`config.mk`:
```
export PLATFORM = sky130hd
export DESIGN_NAME = rd_ctrl_transpose
export DESIGN_NICKNAME = d
export VERILOG_FILES = /design/src/rtl/rd_ctrl_transpose.sv
export SDC_FILE = /design/constraint.sdc
export NUM_CORES = 1
export LEC_CHECK = 0
export ABC_AREA = 0
export ABC_CLOCK_PERIOD_IN_PS = 4400
export BUFFER_PORTS_ARGS = -buffer_cell sky130_fd_sc_hd__buf_2
export CORE_ASPECT_RATIO = 1.75
export CORE_MARGIN = 10
export CORE_UTILIZATION = 45
export DETAILED_ROUTE_END_ITERATION = 10
export REMOVE_ABC_BUFFERS = 1
export SYNTH_ARGS = -nofsm -noshare
export SYNTH_HDL_FRONTEND = slang
export SYNTH_SLANG_ARGS = --single-unit
export TNS_END_PERCENT = 5
```
`constraint.sdc`:
```
create_clock -name clk -period 4.4 [get_ports clk]
set_input_delay 1.32 -clock clk [delete_from_list [all_inputs] [get_ports clk]]
set_output_delay 1.32 -clock clk [all_outputs]
set_load 0.1 [all_outputs]
```
`src/rtl/rd_ctrl_transpose.sv`:
```
// rd_ctrl_transpose
//
// Read controller for the transpose frame buffer. A one-cycle rd_command
// starts a read of one ROW x CLO frame (stored row-major) in column-major
// order. RAM returns are tracked by a valid pipe and land in a small
// credit-controlled FIFO, which drives a valid/ready output stream.
//
// Ports:
//   clk, rst_n       - clock (rising edge), asynchronous active-low reset
//   rd_command       - one-cycle pulse starting a frame read (IDLE only)
//   rd_en, rd_addr   - RAM read strobe and address
//   rd_data          - RAM data, valid RD_LATENCY cycles after rd_en
//   data_out         - stream data (FIFO head, 0 when not valid)
//   data_out_valid   - stream valid
//   data_out_ready   - stream ready
//   data_out_last    - (RD_CTRL_LAST_EN only) beat ends a transposed line
//   rd_busy          - high from frame start until the final beat is taken
//   rd_finish        - one-cycle pulse after the final beat is accepted
//
// Optional feature macro: RD_CTRL_LAST_EN adds data_out_last and a last-flag
// lane through the valid pipe and FIFO.
module rd_ctrl_transpose #(
    parameter int ADDR_WIDTH = 18,
    parameter int DATA_WIDTH = 32,
    parameter int ROW        = 64,
    parameter int CLO        = 2400,
    parameter int RD_LATENCY = 2
) (
    input  logic                  clk,
    input  logic                  rst_n,
    input  logic                  rd_command,
    output logic                  rd_en,
    output logic [ADDR_WIDTH-1:0] rd_addr,
    input  logic [DATA_WIDTH-1:0] rd_data,
    output logic [DATA_WIDTH-1:0] data_out,
    output logic                  data_out_valid,
    input  logic                  data_out_ready,
`ifdef RD_CTRL_LAST_EN
    output logic                  data_out_last,
`endif
    output logic                  rd_busy,
    output logic                  rd_finish
);

    localparam int FIFO_DEPTH = RD_LATENCY + 2;
    localparam int FRAME      = ROW * CLO;
    localparam int RW         = (ROW > 1) ? $clog2(ROW) : 1;
    localparam int CW         = (CLO > 1) ? $clog2(CLO) : 1;
    localparam int BW         = $clog2(FRAME + 1);
    localparam int PW         = $clog2(FIFO_DEPTH);
    // One spare bit so inflight + fifo_count cannot wrap.
    localparam int NW         = $clog2(FIFO_DEPTH + 1) + 1;

    typedef enum logic [1:0] {IDLE, READ, DRAIN} state_t;

    state_t                state, state_next;
    logic [RW-1:0]         row_idx;
    logic [CW-1:0]         col_idx;
    logic                  row_last, col_last;
    logic                  start;
    logic [RD_LATENCY-1:0] vpipe;
    logic [NW-1:0]         inflight;
    logic [NW-1:0]         fifo_count;
    logic [DATA_WIDTH-1:0] fifo_mem [FIFO_DEPTH];
    logic [PW-1:0]         wr_ptr, rd_ptr;
    logic                  push, pop;
    logic [BW-1:0]         beat_cnt;
    logic                  final_beat;

    function automatic logic [NW-1:0] popcount(input logic [RD_LATENCY-1:0] v);
        logic [NW-1:0] n;
        n = '0;
        for (int i = 0; i < RD_LATENCY; i++) n = n + NW'(v[i]);
        return n;
    endfunction

    // FIFO depth need not be a power of two, so pointers wrap explicitly.
    function automatic logic [PW-1:0] ptr_inc(input logic [PW-1:0] p);
        return (p == PW'(FIFO_DEPTH - 1)) ? '0 : p + PW'(1);
    endfunction

    assign row_last   = (row_idx == RW'(ROW - 1));
    assign col_last   = (col_idx == CW'(CLO - 1));
    assign inflight   = popcount(vpipe);
    assign push       = vpipe[RD_LATENCY-1];
    assign pop        = data_out_valid && data_out_ready;
    assign final_beat = pop && (beat_cnt == BW'(FRAME - 1));
    // rd_command coinciding with the rd_finish pulse is deliberately dropped.
    assign start      = (state == IDLE) && rd_command && !rd_finish;
    assign rd_busy    = (state != IDLE);

    // ---- FSM state register ----
    always_ff @(posedge clk or negedge rst_n) begin
        if (!rst_n) state <= IDLE;
        else        state <= state_next;
    end

    // ---- FSM next state and credit-gated read strobe ----
    always_comb begin
        state_next = state;
        rd_en      = 1'b0;
        case (state)
            IDLE: begin
                if (start) state_next = READ;
            end
            READ: begin
                // Every outstanding read owns a FIFO slot, so the FIFO cannot overflow.
                rd_en = ((inflight + fifo_count) < NW'(FIFO_DEPTH));
                if (rd_en && row_last && col_last) state_next = DRAIN;
            end
            DRAIN: begin
                if (final_beat) state_next = IDLE;
            end
            default: state_next = IDLE;
        endcase
    end

    // ---- Address generation: row is the inner loop, stride CLO ----
    always_ff @(posedge clk or negedge rst_n) begin
        if (!rst_n) begin
            rd_addr <= '0;
            row_idx <= '0;
            col_idx <= '0;
        end else if (start) begin
            rd_addr <= '0;
            row_idx <= '0;
            col_idx <= '0;
        end else if (rd_en) begin
            if (row_last) begin
                row_idx <= '0;
                if (col_last) begin
                    col_idx <= '0;
                    rd_addr <= '0;
                end else begin
                    col_idx <= col_idx + CW'(1);
                    // Top of the next column is simply its column index.
                    rd_addr <= ADDR_WIDTH'(col_idx) + ADDR_WIDTH'(1);
                end
            end else begin
                row_idx <= row_idx + RW'(1);
                rd_addr <= rd_addr + ADDR_WIDTH'(CLO);
            end
        end
    end

    // ---- RAM latency valid pipe ----
    always_ff @(posedge clk or negedge rst_n) begin
        if (!rst_n) begin
            vpipe <= '0;
        end else begin
            vpipe[0] <= rd_en;
            for (int i = 1; i < RD_LATENCY; i++) vpipe[i] <= vpipe[i-1];
        end
    end

    // ---- Output FIFO ----
    always_ff @(posedge clk) begin
        if (push) fifo_mem[wr_ptr] <= rd_data;
    end

    always_ff @(posedge clk or negedge rst_n) begin
        if (!rst_n) begin
            wr_ptr     <= '0;
            rd_ptr     <= '0;
            fifo_count <= '0;
        end else begin
            if (push) wr_ptr <= ptr_inc(wr_ptr);
            if (pop)  rd_ptr <= ptr_inc(rd_ptr);
            fifo_count <= fifo_count + NW'(push) - NW'(pop);
        end
    end

    assign data_out_valid = (fifo_count != '0);
    assign data_out       = data_out_valid ? fifo_mem[rd_ptr] : '0;

`ifdef RD_CTRL_LAST_EN
    logic [RD_LATENCY-1:0] lpipe;
    logic                  fifo_last [FIFO_DEPTH];

    // Last flag travels beside the valid bit; it is only looked at when valid.
    always_ff @(posedge clk) begin
        lpipe[0] <= row_last;
        for (int i = 1; i < RD_LATENCY; i++) lpipe[i] <= lpipe[i-1];
        if (push) fifo_last[wr_ptr] <= lpipe[RD_LATENCY-1];
    end

    assign data_out_last = data_out_valid ? fifo_last[rd_ptr] : 1'b0;
`endif

    // ---- Beat counter and finish pulse ----
    always_ff @(posedge clk or negedge rst_n) begin
        if (!rst_n) begin
            beat_cnt  <= '0;
            rd_finish <= 1'b0;
        end else begin
            rd_finish <= final_beat;
            if (final_beat || start) beat_cnt <= '0;
            else if (pop)            beat_cnt <= beat_cnt + BW'(1);
        end
    end

endmodule

```
==> results.cfg <==
[status]
status = complete, no violations

[routing]
drtAntennaViolNets = 0
vias_per_cell = 5.636
wl_microns = 18370
drt_first_pass_iters = 4
drc = 0
wire_per_inst_microns = 19.04
drt_iter0_markers = 325
vias = 5439

[logic_synthesis]
seq_area_frac_synth_pct = 63.68
avgSynthCellArea_sq_um = 13.91
synth_top_family_by_area = simple AND/OR/NAND/NOR gates
synth_cells = 623
synth-edff-count = 128
synthXorXnorAreaFrac_pct = 2.425
async_flop_share_pct = 34.36
synth_top_area_share_pct = 44.34
synth_seq_cells = 195
ys_warn_count = 0
synthAdderAreaFrac_pct = 2.540
synth_area_sq_um = 8668
synthDistinctLibCells = 63
synth.area.top_cells = edfxtp_1 44%, dfrtp_1 19%, mux4_2 8.3%
yosysTopAreaCell = edfxtp_1
yosys-mux-area-fraction_pct = 8.545
synth_ff_type = edfxtp_1
synthSimpleGateAreaFrac_pct = 14.13
synth-compound-area-share_pct = 6.452

[global_route]
top_usage_layer = met2
grt.met2_usage_pct = 26.85
grt_pass1_wl_microns = 30140
grt_util_all_layers_pct = 14.66
grt-ovfl-total = 0
grt_max_degree = 38
grt_pass1_vias = 5833
grtUsageMet1_pct = 15.95
antenna_found_initial = 0
grt_use_met3_pct = 3.144

[cts]
cts.root.buffer_cell = clkbuf_16
post_cts_resize_count = 0
path_clk_slew_ns = 0.07
htree_levels = 4
postCtsHoldBufs = 0
clk-insertion-delay-late_ns = 0.44
clk_path_buf_depth = 2
cts_sinks = 195
cts_made_buffers = 17
tritoncts = built
post_cts_buffers = 0

[sta]
period_needed_ns = 3.989
skew_ns = 0.01256
setup_violations = 0
worst_pin_slew_ns = 0.8826
whs_ns = 0.3913
fin_tns_setup_ns = 0
period_share_pct = 90.67
max_slew_margin_pct = 41.16
fmax_mhz = 250.7
grt_setup_unrepaired = false
drv_slew = 0
hold_viol = 0

[floorplanning]
core_area_sq_um = 19030
initial_core_util_pct = 45.55
die_w_microns = 124.9
rows = 67
ios = 90
die-area_sq_um = 25430
die_h_microns = 203.6

[place]
place_inst = 933
io_buffers = 89
dp_hpwl_microns = 12540
routabilityCongestion = 0.8760

[worst_setup_path]
crit_fanout = 24
crit_path_start_kind = register
worstPathRequired_ns = 3.08
crit_arrival_ns = 2.67
worst-setup-path-type = reg -> out
cp-end-kind = output pin

[cells_and_area]
final_core_util_pct = 52.24
final_nets = 764
finalNonFillerCells = 965
final_common_cell = edfxtp_1
drive_above_1_share_pct = 24.45
layout_common_cells = 128 x edfxtp_1, 89 x buf_2, 66 x dfrtp_1
n_antenna_cell = 0
syn_to_final_growth_pct = 14.68

[flow_run]
max-cap-violations = 0

[hold_path]
holdCritPathClass = reg -> reg
synthesized netlist by cell type (all sizes together) (7+ instances only):
cell type	count
edfxtp	128
dfrtp	67
nand2	49
and2	40
mux4	32
nand3	32
o21ai	27
nor2	26
a21oi	24
inv	17
clkbuf	16
ha	16
xor2	13
buf	11
xnor2	11
nand4	10
nor3	8
and3	7
nor4	7
worst max-delay path, stage by stage, from the launching register on:
cell and delay (ns):
dfrtp_1 0.40, ha_1 0.34, a21oi_1 0.24, o22a_1 0.22, nand3_2 0.39, inv_1 0.19, buf_2 0.45
worst paths after layout:
| path | from | slack, ns | depth (start not counted) | end |
|---|---|---|---|---|
| worst max-delay path | fifo_count[0] | 0.41 | 6 | rd_en |
| worst min-delay path | vpipe[0] | 0.39 | 0 | vpipe[1] |
| worst max register to register | fifo_count[2] | 1.11 | 10 | fifo_count[2] |
| worst min register to register | vpipe[0] | 0.39 | 0 | vpipe[1] |
| max in group asynchronous | rst_n | 2.70 | 2 | rd_addr[15] |
| min in group asynchronous | rst_n | 0.89 | 1 | rd_addr[3] |
per-layer routing:
metal / wire (microns) / up-vias
li1: - / 2520
met1: 7428 / 2761
met2: 9891 / 128
met3: 637 / 30
met4: 415 / 0
met5: 0 / -
cell families (layout without fill, tap and decap cells):
kind of cell / Yosys count / count (layout)
simple gates: 219 / 219
flops: 195 / 195
compound gates: 89 / 89
buf+inv: 45 / 146
mux: 34 / 34
xor+xnor: 24 / 24
fa+ha+maj: 17 / 17
state kept, by name, indices dropped and copies added, names as in the netlist:
register and count:
rd_addr 18, vpipe 2, rd_finish 1, row_idx 6, state 2, fifo_count 4
fifo_mem 128, beat_cnt 18, wr_ptr 2, rd_ptr 2, col_idx 12
final cells by class:
| cell class | instances | area [sq um] |
|---|---|---|
| Fill cell | 1650 | 9089 |
| Sequential cell | 195 | 5522 |
| Multi-Input combinational cell | 383 | 2960 |
| Timing Repair Buffer | 96 | 510.5 |
| Clock buffer | 17 | 425.4 |
| Tap cell | 241 | 301.5 |
| Clock inverter | 15 | 153.9 |
| Inverter | 18 | 67.56 |
per-stage QoR:
step / area [sq um] / setup slack [ns]
CTS: 9941 / 0.3850
global route: 9941 / 0.2263
floorplan: 8543 / 0.4728
detailed placement: 9361 / 0.8696
finish: 9941 / 0.4106
global placement: 9361 / 0.9500
Power is left out: the tool's default activity adds up to more than one toggle a clock period on the data nets, which glitch-free logic cannot reach.
